**src/rtl/mux_test_pkg.sv**
```systemverilog
// Shared types and constants for the mux characterisation sequencer.
// Register offsets are byte addresses; the slave decodes bits [3:2].
package mux_test_pkg;

  typedef enum logic [2:0] {
    ST_IDLE,
    ST_APPLY,
    ST_SETTLE,
    ST_CHECK,
    ST_DONE
  } state_t;

  localparam int VEC_W = 6;

  localparam logic [3:0] CTRL       = 4'h0;
  localparam logic [3:0] STATUS     = 4'h4;
  localparam logic [3:0] ERR_COUNT  = 4'h8;
  localparam logic [3:0] FIRST_FAIL = 4'hC;

  localparam int CTRL_START_BIT  = 0;
  localparam int CTRL_LOOP_BIT   = 1;
  localparam int STAT_BUSY_BIT   = 0;
  localparam int STAT_DONE_BIT   = 1;
  localparam int STAT_PASS_BIT   = 2;
  localparam int STAT_PASSES_LSB = 8;
  localparam int FF_GF_BIT       = 8;
  localparam int FF_BFG_BIT      = 9;
  localparam int FF_VALID_BIT    = 31;

  // Ideal 4:1 mux for a vector: selects are vec[5:4], data inputs vec[3:0].
  function automatic logic ideal_mux(input logic [VEC_W-1:0] vec);
    logic [3:0] data;
    data = vec[3:0];
    return data[vec[5:4]];
  endfunction

endpackage

```
**src/rtl/mux_test_sync.sv**
```systemverilog
// Two-flop synchroniser for the asynchronous pad returns of the mux under test.
module mux_test_sync #(
  parameter int WIDTH = 2
) (
  input  logic             clk,
  input  logic             rst,
  input  logic [WIDTH-1:0] d,
  output logic [WIDTH-1:0] q
);

  logic [WIDTH-1:0] meta;

  always_ff @(posedge clk) begin
    if (rst) begin
      meta <= '0;
      q    <= '0;
    end else begin
      meta <= d;
      q    <= meta;
    end
  end

endmodule

```
**src/rtl/mux_test_sequencer.sv**
```systemverilog
// Sweeps all 64 mux vectors, checks gf/bfg against the ideal mux, exposes results over Wishbone.
// Define MUX_TEST_LOOP_EN to implement CTRL.LOOP (repeating sweeps).
module mux_test_sequencer
  import mux_test_pkg::*;
#(
  parameter int SETTLE_CYCLES = 4,
  parameter int ERR_CNT_W     = 16
) (
  input  logic        wb_clk_i,
  input  logic        wb_rst_i,
  input  logic        wbs_stb_i,
  input  logic        wbs_cyc_i,
  input  logic        wbs_we_i,
  input  logic [3:0]  wbs_sel_i,
  input  logic [31:0] wbs_adr_i,
  input  logic [31:0] wbs_dat_i,
  output logic        wbs_ack_o,
  output logic [31:0] wbs_dat_o,
  output logic [3:0]  mux_i,
  output logic [1:0]  mux_s,
  input  logic        gf_out_i,
  input  logic        bfg_out_i,
  output logic        done_irq
);

  localparam logic [7:0] SETTLE_LOAD = 8'(SETTLE_CYCLES - 1);

  state_t state, next_state;

  logic [VEC_W-1:0]     vec;
  logic [7:0]           settle_cnt;
  logic [ERR_CNT_W-1:0] err_count;
  logic [7:0]           passes;
  logic                 done_flag;
  logic                 ff_valid, ff_gf_bad, ff_bfg_bad;
  logic [VEC_W-1:0]     ff_index;
  logic                 loop_en;
  logic                 start_req;
  logic [1:0]           pad_sync;
  logic                 busy, start_go, do_apply, do_settle, do_check;
  logic                 last_vec, exp_bit, gf_bad, bfg_bad;
  logic                 wb_access;
  logic [31:0]          rd_data;
  logic                 unused_ok;

  assign unused_ok = ^{wbs_sel_i, wbs_adr_i, wbs_dat_i};

  mux_test_sync #(.WIDTH(2)) u_sync (
    .clk (wb_clk_i),
    .rst (wb_rst_i),
    .d   ({gf_out_i, bfg_out_i}),
    .q   (pad_sync)
  );

  assign last_vec = (vec == '1);
  assign exp_bit  = ideal_mux(vec);
  assign gf_bad   = (pad_sync[1] != exp_bit);
  assign bfg_bad  = (pad_sync[0] != exp_bit);
  assign done_irq = done_flag;

  always_ff @(posedge wb_clk_i) begin
    if (wb_rst_i) state <= ST_IDLE;
    else          state <= next_state;
  end

  always_comb begin
    next_state = state;
    case (state)
      ST_IDLE:   if (start_req) next_state = ST_APPLY;
      ST_APPLY:  next_state = ST_SETTLE;
      ST_SETTLE: if (settle_cnt == 8'd0) next_state = ST_CHECK;
      ST_CHECK:  next_state = (last_vec && !loop_en) ? ST_DONE : ST_APPLY;
      ST_DONE:   next_state = ST_IDLE;
      default:   next_state = ST_IDLE;
    endcase
  end

  always_comb begin
    busy      = (state != ST_IDLE) && (state != ST_DONE);
    start_go  = (state == ST_IDLE) && start_req;
    do_apply  = (state == ST_APPLY);
    do_settle = (state == ST_SETTLE);
    do_check  = (state == ST_CHECK);
  end

  // Sweep datapath: vector stepping, settle timing and result accumulation.
  always_ff @(posedge wb_clk_i) begin
    if (wb_rst_i) begin
      vec        <= '0;
      mux_i      <= '0;
      mux_s      <= '0;
      settle_cnt <= '0;
      err_count  <= '0;
      passes     <= '0;
      done_flag  <= 1'b0;
      ff_valid   <= 1'b0;
      ff_gf_bad  <= 1'b0;
      ff_bfg_bad <= 1'b0;
      ff_index   <= '0;
    end else begin
      if (start_go) begin
        vec        <= '0;
        err_count  <= '0;
        passes     <= '0;
        done_flag  <= 1'b0;
        ff_valid   <= 1'b0;
        ff_gf_bad  <= 1'b0;
        ff_bfg_bad <= 1'b0;
        ff_index   <= '0;
      end
      if (do_apply) begin
        mux_i      <= vec[3:0];
        mux_s      <= vec[5:4];
        settle_cnt <= SETTLE_LOAD;
      end
      if (do_settle) settle_cnt <= settle_cnt - 8'd1;
      if (do_check) begin
        if (gf_bad || bfg_bad) begin
          if (err_count != '1) err_count <= err_count + ERR_CNT_W'(1);
          if (!ff_valid) begin
            ff_valid   <= 1'b1;
            ff_gf_bad  <= gf_bad;
            ff_bfg_bad <= bfg_bad;
            ff_index   <= vec;
          end
        end
        if (last_vec) begin
          if (passes != 8'hFF) passes <= passes + 8'd1;
          if (!loop_en) done_flag <= 1'b1;
        end
        vec <= vec + VEC_W'(1);
      end
    end
  end

  always_comb begin
    rd_data = '0;
    case (wbs_adr_i[3:2])
      CTRL[3:2]:      rd_data[CTRL_LOOP_BIT] = loop_en;
      STATUS[3:2]: begin
        rd_data[STAT_BUSY_BIT] = busy;
        rd_data[STAT_DONE_BIT] = done_flag;
        rd_data[STAT_PASS_BIT] = (passes != 8'd0) && (err_count == '0);
        rd_data[STAT_PASSES_LSB +: 8] = passes;
      end
      ERR_COUNT[3:2]: rd_data[ERR_CNT_W-1:0] = err_count;
      default: begin
        rd_data[FF_VALID_BIT]  = ff_valid;
        rd_data[FF_BFG_BIT]    = ff_bfg_bad;
        rd_data[FF_GF_BIT]     = ff_gf_bad;
        rd_data[VEC_W-1:0]     = ff_index;
      end
    endcase
  end

  // Single-cycle ack; a held strobe is not acknowledged twice in a row.
  assign wb_access = wbs_stb_i && wbs_cyc_i && !wbs_ack_o;

  always_ff @(posedge wb_clk_i) begin
    if (wb_rst_i) begin
      wbs_ack_o <= 1'b0;
      wbs_dat_o <= '0;
      start_req <= 1'b0;
    end else begin
      wbs_ack_o <= wb_access;
      wbs_dat_o <= (wb_access && !wbs_we_i) ? rd_data : 32'd0;
      start_req <= wb_access && wbs_we_i && (wbs_adr_i[3:2] == CTRL[3:2])
                   && wbs_dat_i[CTRL_START_BIT];
    end
  end

`ifdef MUX_TEST_LOOP_EN
  always_ff @(posedge wb_clk_i) begin
    if (wb_rst_i)
      loop_en <= 1'b0;
    else if (wb_access && wbs_we_i && (wbs_adr_i[3:2] == CTRL[3:2]))
      loop_en <= wbs_dat_i[CTRL_LOOP_BIT];
  end
`else
  assign loop_en = 1'b0;
`endif

endmodule

```
**config.mk**
```make
export PLATFORM = sky130hd
export DESIGN_NAME = mux_test_sequencer
export DESIGN_NICKNAME = d
export VERILOG_FILES = /design/src/rtl/mux_test_pkg.sv /design/src/rtl/mux_test_sync.sv /design/src/rtl/mux_test_sequencer.sv
export SDC_FILE = /design/constraint.sdc
export NUM_CORES = 1
export LEC_CHECK = 0
export ABC_AREA = 1
export CAP_MARGIN = 20
export CORE_UTILIZATION = 40
export CTS_BUF_LIST = sky130_fd_sc_hd__clkbuf_4 sky130_fd_sc_hd__clkbuf_8 sky130_fd_sc_hd__clkbuf_16
export CTS_CLUSTER_DIAMETER = 60
export DETAILED_ROUTE_END_ITERATION = 7
export PLACE_DENSITY_LB_ADDON = 0.25
export SETUP_SLACK_MARGIN = 0.3
export SLEW_MARGIN = 40
export SYNTH_ARGS = -nofsm -noshare
export SYNTH_HDL_FRONTEND = slang
export SYNTH_SLANG_ARGS = --single-unit
```
**constraint.sdc**
```tcl
create_clock -name wb_clk_i -period 4.3 [get_ports wb_clk_i]
set_input_delay 0.86 -clock wb_clk_i [delete_from_list [all_inputs] [get_ports wb_clk_i]]
set_output_delay 0.86 -clock wb_clk_i [all_outputs]
set_load 0.02 [all_outputs]
```
======== After elaboration in Yosys (flattened, before gate mapping) ========
Cells that the tools add are included.
storage, ports and cells
  register bits ........................... 95
  output and inout bits ................... 40
operators by class
  add/subtract/negate cells ............... 4
  $lt $le $gt $ge ......................... 1
  equality and inequality tests ........... 13
  muxes and demuxes ....................... 43
  bitwise gates (word level) .............. 2
  reductions and logical operators ........ 25
operators with widths
  operator                 number
  $mux W16                 4
  $mux W8                  6
  $mux W6                  6
  $add A16 B1 Y16 const B  1
  $logic_not A16 Y1        1
  $mux W1                  16
  $ne A16 B16 Y1 const B   1
  $pmux W3 S4              1
  $pmux W6 S2              1
  $logic_and A1 B1 Y1      9
  $mux W3                  3
  $pmux W1 S3              3
  $add A8 B1 Y8 const B    1
  $logic_not A8 Y1         1
  $ne A8 B8 Y1 const B     1
  $reduce_bool A8 Y1       1
  $sub A8 B1 Y8 const B    1
  $add A6 B1 Y6 const B    1
  $eq A3 B2 Y1 const B     2
  $eq A6 B6 Y1 const B     1
  $pmux W2 S3              1
  $pmux W3 S2              1
  $reduce_or A5 Y1         1
  $reduce_bool A2 Y1       2
  other kinds (18)         22

======== Longest topological paths before layout ========
Gate-level depths: netlist of run 1.
  word-level depth ........................ 6
  depth in mapped cells ................... 13
  depth with buffers taken out ............ 12

======== By module ========
A second synthesis of run 1 with hierarchy kept.
unflattened totals
  cells, all modules ...................... 575
  area total of the unflattened synthesis .. 4055.1 um^2
modules (own cells, without submodules)
  module              instances  cells an instance  area an instance (um^2)
  mux_test_sequencer  1          563                3945.0
  mux_test_sync       1          12                 110.1

======== Worst setup path before layout of run 1 ========
No wires, ideal clock.
  kind .................................... input port to flip-flop
  start ................................... in wbs_adr_i[2]
  end ..................................... reg wbs_dat_o[4]
  library setup time ...................... 0.117 ns
  arrival time ............................ 1.596 ns
  required time ........................... 4.183 ns
  setup slack ............................. 2.587 ns
  cell stages on the path ................. 6
  path buffers ............................ 1
  path through ............................ ha_1 inv_1 clkbuf_1 o21ai_0 o21ai_0 nor2_1
on the way
  word-level cells in the longest chain between the ends .. 3
  elaborated cells on any way between the ends .. 5
ends and longest elaborated chain
  item                                              line                       RTL
  from (decl)                                       mux_test_sequencer.sv:15   input logic [31:0] wbs_adr_i,
  $eq A2 B1 Y1 or $logic_not A2 Y1 (tied branches)  mux_test_sequencer.sv:138  case (wbs_adr_i[3:2])
  $reduce_or A2 Y1 (no line)                        --
  $pmux W3 S2 (*)                                   mux_test_sequencer.sv:138
  to (signal assigned)                              mux_test_sequencer.sv:166  wbs_dat_o <= (wb_access && !wbs_we_i) ? rd_data : 32'd0;
  to (decl)                                         mux_test_sequencer.sv:18   output logic [31:0] wbs_dat_o,
Mark *: on every way between the ends. The rest lies on a longest branch, timed or not.
A chain may end at the register's enable or synchronous reset.

======== Final worst setup path of run 1 ========
  start ................................... in wb_rst_i
  end ..................................... reg wbs_dat_o[31]
on the way
  word-level cells in the longest chain between the ends .. 1
ends and longest elaborated chain
  item                        line                      RTL
  from (decl)                 mux_test_sequencer.sv:10  input logic wb_rst_i,
  $reduce_or A5 Y1 (no line)  --
No other way between the ends.

==> results.toml, run 1 <==
[global_route]
grt_max_degree = 39
grtUsageTotal_pct = 20.5
first_global_vias = 3687
gr-total-overflow = 0
grt_pass1_wl_um = 16900
antenna_found_initial = 0

[critical_path]
critPathArrivalTime_ns = 2.54
crit_fanout = 38
critPathKind = "input port to flip-flop"
start_kind = "input port"
required_ns = 4.54
end_kind = "flip-flop"

[yosys]
avgSynthCellArea_sq_um = 6.74
synthAdderAreaFrac_pct = 3.35
syn_area_sq_um = 4100
yosysSeqAreaShare_pct = 39.0
muxShareOfSynthArea_pct = 0
yosysUniqueCellTypes = 35
synthXorXnorAreaFrac_pct = 0
yosysTopAreaCell = "dfxtp_1"
synth_ff_type = "dfxtp_1"
ys_ff_latch = 80
synth-edff-count = 0
synth_top_family_by_area = "simple AND/OR/NAND/NOR gates"
syn_inst = 609
ys.warnings.count = 0
netlist_top_cells_area = "dfxtp_1, nand2_1, a21oi_1, nor2_1, inv_1"
yosysTopAreaCellShare_pct = 39.0
synthSimpleGateAreaFrac_pct = 32.6
async_reset_ff_share_pct = 0
synth_compound_area_share_pct = 13.8

[finish]
finish.net_count = 723
insertedDiodeCount = 0
final_area_sq_um = 4650
fillers = 1010
drive_above_1_share_pct = 5.92
register_area_sq_um = 1600
final_common_cell = "nand2_1"
fin_cells = 775
syn2layout_area_growth_pct = 13.4
final_cell_mix = "nand2_1, dfxtp_1, nor2_1"
multi_input_area_sq_um = 2100

[placement]
dpl.hpwl_um = 7050
pre_cts_ws_ns = 1.60
io_buffer_count = 34
dp_cells = 759
place_area_sq_um = 4470
routabilityCongestion = 0.849

[detailed_routing]
drc_errors = 0
ant_nets = 0
route.detailed.wl_per_inst_um = 12.7
drt-total-wl_um = 9830
vias = 3891
routed_via_density = 5.02
dr.pass1.iters = 5
drt_iter0_drc = 197

[timing]
setup_violations = 0
finalSetupTns_ns = 0
period_needed_ns = 2.30
worst_pin_slew_ns = 0.759
fin_skew_ns = 0.00848
hold_viol_final = 0
slew_viol_final = 0
worst_slack_ns = 2.00
finalCritPeriodShare_pct = 53.4
rsz0062_at_grt = "no"
slew_headroom_pct = 49.3
max_freq_mhz = 435

[floorplanning]
start_util_pct = 41.6
core_sq_um = 9860
dieArea_sq_um = 10700
rows = 36
io_pins = 115
dieWidth_um = 103
chipHeight_um = 103

[clock_tree]
post-cts-setup-buffer-count = 0
cts-root-buf = "clkbuf_8"
clkSlewWorstSetupHoldPaths_ns = 0.07
cts_max_level = 3
clk-insertion-delay-late_ns = 0.35
cts_hold_buffers = 0
cts_max_path_buffers = 2
cts_sinks = 80
numCtsBuffers = 9
cts_tree = "done"
cts_resized = 0

[power_and_ir_drop]
leakage_nw = 1.84
powerDensity_nw_per_um2 = 303
vdd_ir_drop_max_mv = 0.179
power.total_mw = 1.41

[flow_run]
maxCapViolations = 0

[outcome]
status = "completed"

[min_path]
min_path_type = "flip-flop to flip-flop"
==> path summary, 6_finish.rpt <==
| path | cells past startpoint | slack, ns | endpoint | startpoint |
|---|---|---|---|---|
| min | 2 | 0.41 | u_sync.q[0] | u_sync.meta[0] |
| min reg2reg | 2 | 0.41 | u_sync.q[0] | u_sync.meta[0] |
| max | 7 | 2.00 | wbs_dat_o[31] | wb_rst_i |
| max reg2reg | 11 | 2.11 | err_count[1] | state[0] |
==> power by group <==
part	switching [mW]	internal, mW
registers	0.0117	0.756
logic	0.0929	0.0456
clock network	0.271	0.231
==> state kept, by name (all words and copies together), names as in the netlist, 2 cells and up <==
signal,cells
wbs_dat_o,17
err_count,16
passes,8
settle_cnt,8
ff_index,6
vec,6
mux_i,4
state,3
mux_s,2
u_sync.meta,2
u_sync.q,2
==> synthesized netlist by cell type, types with 3 or more instances <==
library cell and count:
a31oi_1 3, a21oi_1 53, o21ai_0 39, nand3_1 34, buf_1 3, dfxtp_1 80
nor2_2 3, ha_1 11, a211oi_1 4, nand2_1 172, inv_1 61, inv_2 5
nand4_1 12, nor2_1 67, buf_4 16, nor4_1 4, clkbuf_1 10, nand2_2 6
nor3_1 6
==> layout make-up <==
cell class | count | area share [%]
Multi-Input combinational cell | 443 | 45.1
Inverter | 66 | 5.33
Timing Repair Buffer | 37 | 7.80
Sequential cell | 80 | 34.4
Tap cell | 133 | 3.58
Clock inverter | 5 | 0.673
Clock buffer | 11 | 3.12
==> critical path: stages <==
cell and delay [ns]:
clkdlybuf4s50_1 0.40, buf_4 0.27, inv_1 0.12, nand2_1 0.11, nor2_1 0.33, inv_1 0.20, nor4_1 0.25
==> through the flow <==
stage,utilization [%],hold slack [ns]
global route,47.1,0.426
finish,47.1,0.407
CTS,47.1,0.412
floorplan,-,0.388
global placement,45.4,0.395
detailed placement,45.4,0.399
==> layer usage <==
layer  GRT usage, %  up-vias  share of wire (%)
li1               -     1996                  -
met1           24.7     1785                 45
met2           35.6       91                 48
met3           3.90       19                4.6
met4           9.21        0                2.2
met5              0        -                  0
==> cell families (layout without fill, tap and decap cells) <==
group | after synthesis | count (layout)
other | 1 | 15
and+or+nand+nor | 311 | 311
DFF | 80 | 80
AOI/OAI and AO/OA | 106 | 106
adders and majority gates | 11 | 11
buffers and inverters | 100 | 119
Power figures use the tool's default switching activity.
==> run 2: changes to the inputs <==
==> constraint.sdc (replaced) <==
create_clock -name wb_clk_i -period 1.95 [get_ports wb_clk_i]
set_input_delay 0.39 -clock wb_clk_i [delete_from_list [all_inputs] [get_ports wb_clk_i]]
set_output_delay 0.39 -clock wb_clk_i [all_outputs]
set_load 0.02 [all_outputs]
==> results.toml, run 2 (synthesis results as in run 1) <==
[detailed_routing]
drc_errors = 0
vias = 4131
routed_via_density = 5.08
dr.pass1.iters = 5
ant_nets = 0
drt_iter0_drc = 141
met1_length_um = 4630
route.detailed.wl_per_inst_um = 13.2
drt-total-wl_um = 10700
dr.max_layer_used = "met4"
routed-wl-met2_um = 5320
dr_wl_met3_um = 528

[timing]
finalCritPeriodShare_pct = 82.0
max_freq_mhz = 626
period_needed_ns = 1.60
slew_viol_final = 0
fin_skew_ns = 0.00968
hold_viol_final = 0
setup_violations = 0
rsz0062_at_grt = "yes"
finalSetupTns_ns = 0
worst_slack_ns = 0.352

[min_path]
hold_depth = 2
min_to = "u_sync.q[0]"
min_path_type = "flip-flop to flip-flop"
min_from = "u_sync.meta[0]"

[finish]
drive_above_1_share_pct = 16.9
final_cell_mix = "nand2_1, dfxtp_1, inv_1, nor2_1, a21oi_1"
fillers = 990
finish.net_count = 761
final_common_cell = "nand2_1"
fin_cells = 813
largest-register = "wbs_dat_o"
syn2layout_area_growth_pct = 26.4
multi_input_area_sq_um = 2310
reg.largest.list = "wbs_dat_o: 17 flops, err_count: 16 flops"
register_area_sq_um = 1630
insertedDiodeCount = 0
largest_reg_flops = 17

[critical_path]
critPathKind = "flip-flop to flip-flop"
r2r_end = "passes[2]"
reg2reg_depth = 9
end_kind = "flip-flop"
worstReg2RegStart = "passes[0]"
startpoint = "passes[0]"
required_ns = 2.21
critPathArrivalTime_ns = 1.86
crit_fanout = 7
rrSetupSlack_ns = 0.35
start_kind = "flip-flop"

[clock_tree]
cts_max_level = 3
cts-root-buf = "clkbuf_8"
clkSlewWorstSetupHoldPaths_ns = 0.09
cts_sinks = 80
cts_max_path_buffers = 2
cts_tree = "done"
cts_hold_buffers = 0
numCtsBuffers = 9
clk-insertion-delay-late_ns = 0.37

[global_route]
first_global_vias = 3806
grt_max_degree = 38
gr-total-overflow = 0
antenna_found_initial = 0
grtUsageTotal_pct = 21.2
grt_pass1_wl_um = 17400

[floorplanning]
dieWidth_um = 103
chipHeight_um = 103
rows = 36
start_util_pct = 41.6
io_pins = 115
dieArea_sq_um = 10700
core_sq_um = 9860

[power_and_ir_drop]
vdd_ir_drop_max_mv = 0.431
power.total_mw = 3.27
powerDensity_nw_per_um2 = 630
leakage_nw = 2.21

[placement]
dp_cells = 777
routabilityCongestion = 0.884
pre_cts_ws_ns = 0.0203
dpl.hpwl_um = 7200
io_buffer_count = 34

[flow_run]
maxCapViolations = 0

[outcome]
status = "completed"
## run 2: changes by cell type in the layout (fill, tap and decap cells not counted), moves of 5 or more
cell             previous run  this run
buf_4                       3        34
clkdlybuf4s50_1            34         9
dlygate4sd2_1               0        25
dfxtp_1                    80        64
dfxtp_2                     0        12
nor2_1                     67        60
nand2_1                   172       166
nand3_1                    34        28
nor2_4                      0         6
nand2_4                     0         5
nand3_2                     2         7
## run 2: per-layer routing
| layer | track usage (%) | up-vias |
|---|---|---|
| met3 | 5.31 | 22 |
| met5 | 0 | - |
| li1 | - | 2082 |
| met1 | 24.9 | 1917 |
| met4 | 9.97 | 0 |
| met2 | 36.3 | 110 |
## run 2: cell type report
cell class	count	share of cell area [%]
Clock buffer	9	2.39
Timing Repair Buffer	72	12.1
Clock inverter	7	1.42
Tap cell	133	3.21
Multi-Input combinational cell	446	44.5
Inverter	66	4.97
Sequential cell	80	31.5
## run 2: repair_timing
action | CTS | global route
pin swaps | 3 | 15
setup buffers | 3 | 14
cloned | 3 | 0
gates resized for setup | 40 | 54
endpoints found under the setup margin | 56 | 38
## run 2: where the power goes
group          leakage, nW  switching [mW]  internal (mW)
Sequential           0.655          0.0265           1.66
Combinational         1.45           0.219          0.132
Clock                0.101           0.725          0.504
Total                 2.21           0.971           2.30
## run 2: per-stage QoR
step / util, % / hold WS [ns] / instance area [sq um]
after floorplan: - / 0.388 / 4160
after CTS: 49.7 / 0.414 / 4900
final: 52.6 / 0.408 / 5190
after global routing: 52.6 / 0.438 / 5190
after detailed placement: 46.9 / 0.399 / 4620
after global placement: 46.9 / 0.394 / 4620
## run 2: worst max-delay path: stages, from the launching register on
cell and delay (ns):
dfxtp_4 0.38, ha_2 0.19, nand3_1 0.10, nor2_1 0.15
nand2_1 0.13, nor2_4 0.17, nand2_4 0.09, nand2_4 0.12
buf_4 0.12, a21oi_1 0.05
## run 2: worst max-delay path by stage
stage | depth (start not counted) | slack (ns) | endpoint
3_3_place_gp | 9 | 0.09 | ff_index[4]
6_report | 9 | 0.35 | passes[2]
5_1_grt | 6 | 0.23 | settle_cnt[6]
2_1_floorplan | 9 | 0.38 | err_count[10]
4_1_cts | 9 | 0.30 | passes[4]
3_5_place_dp | 9 | 0.02 | ff_index[5]
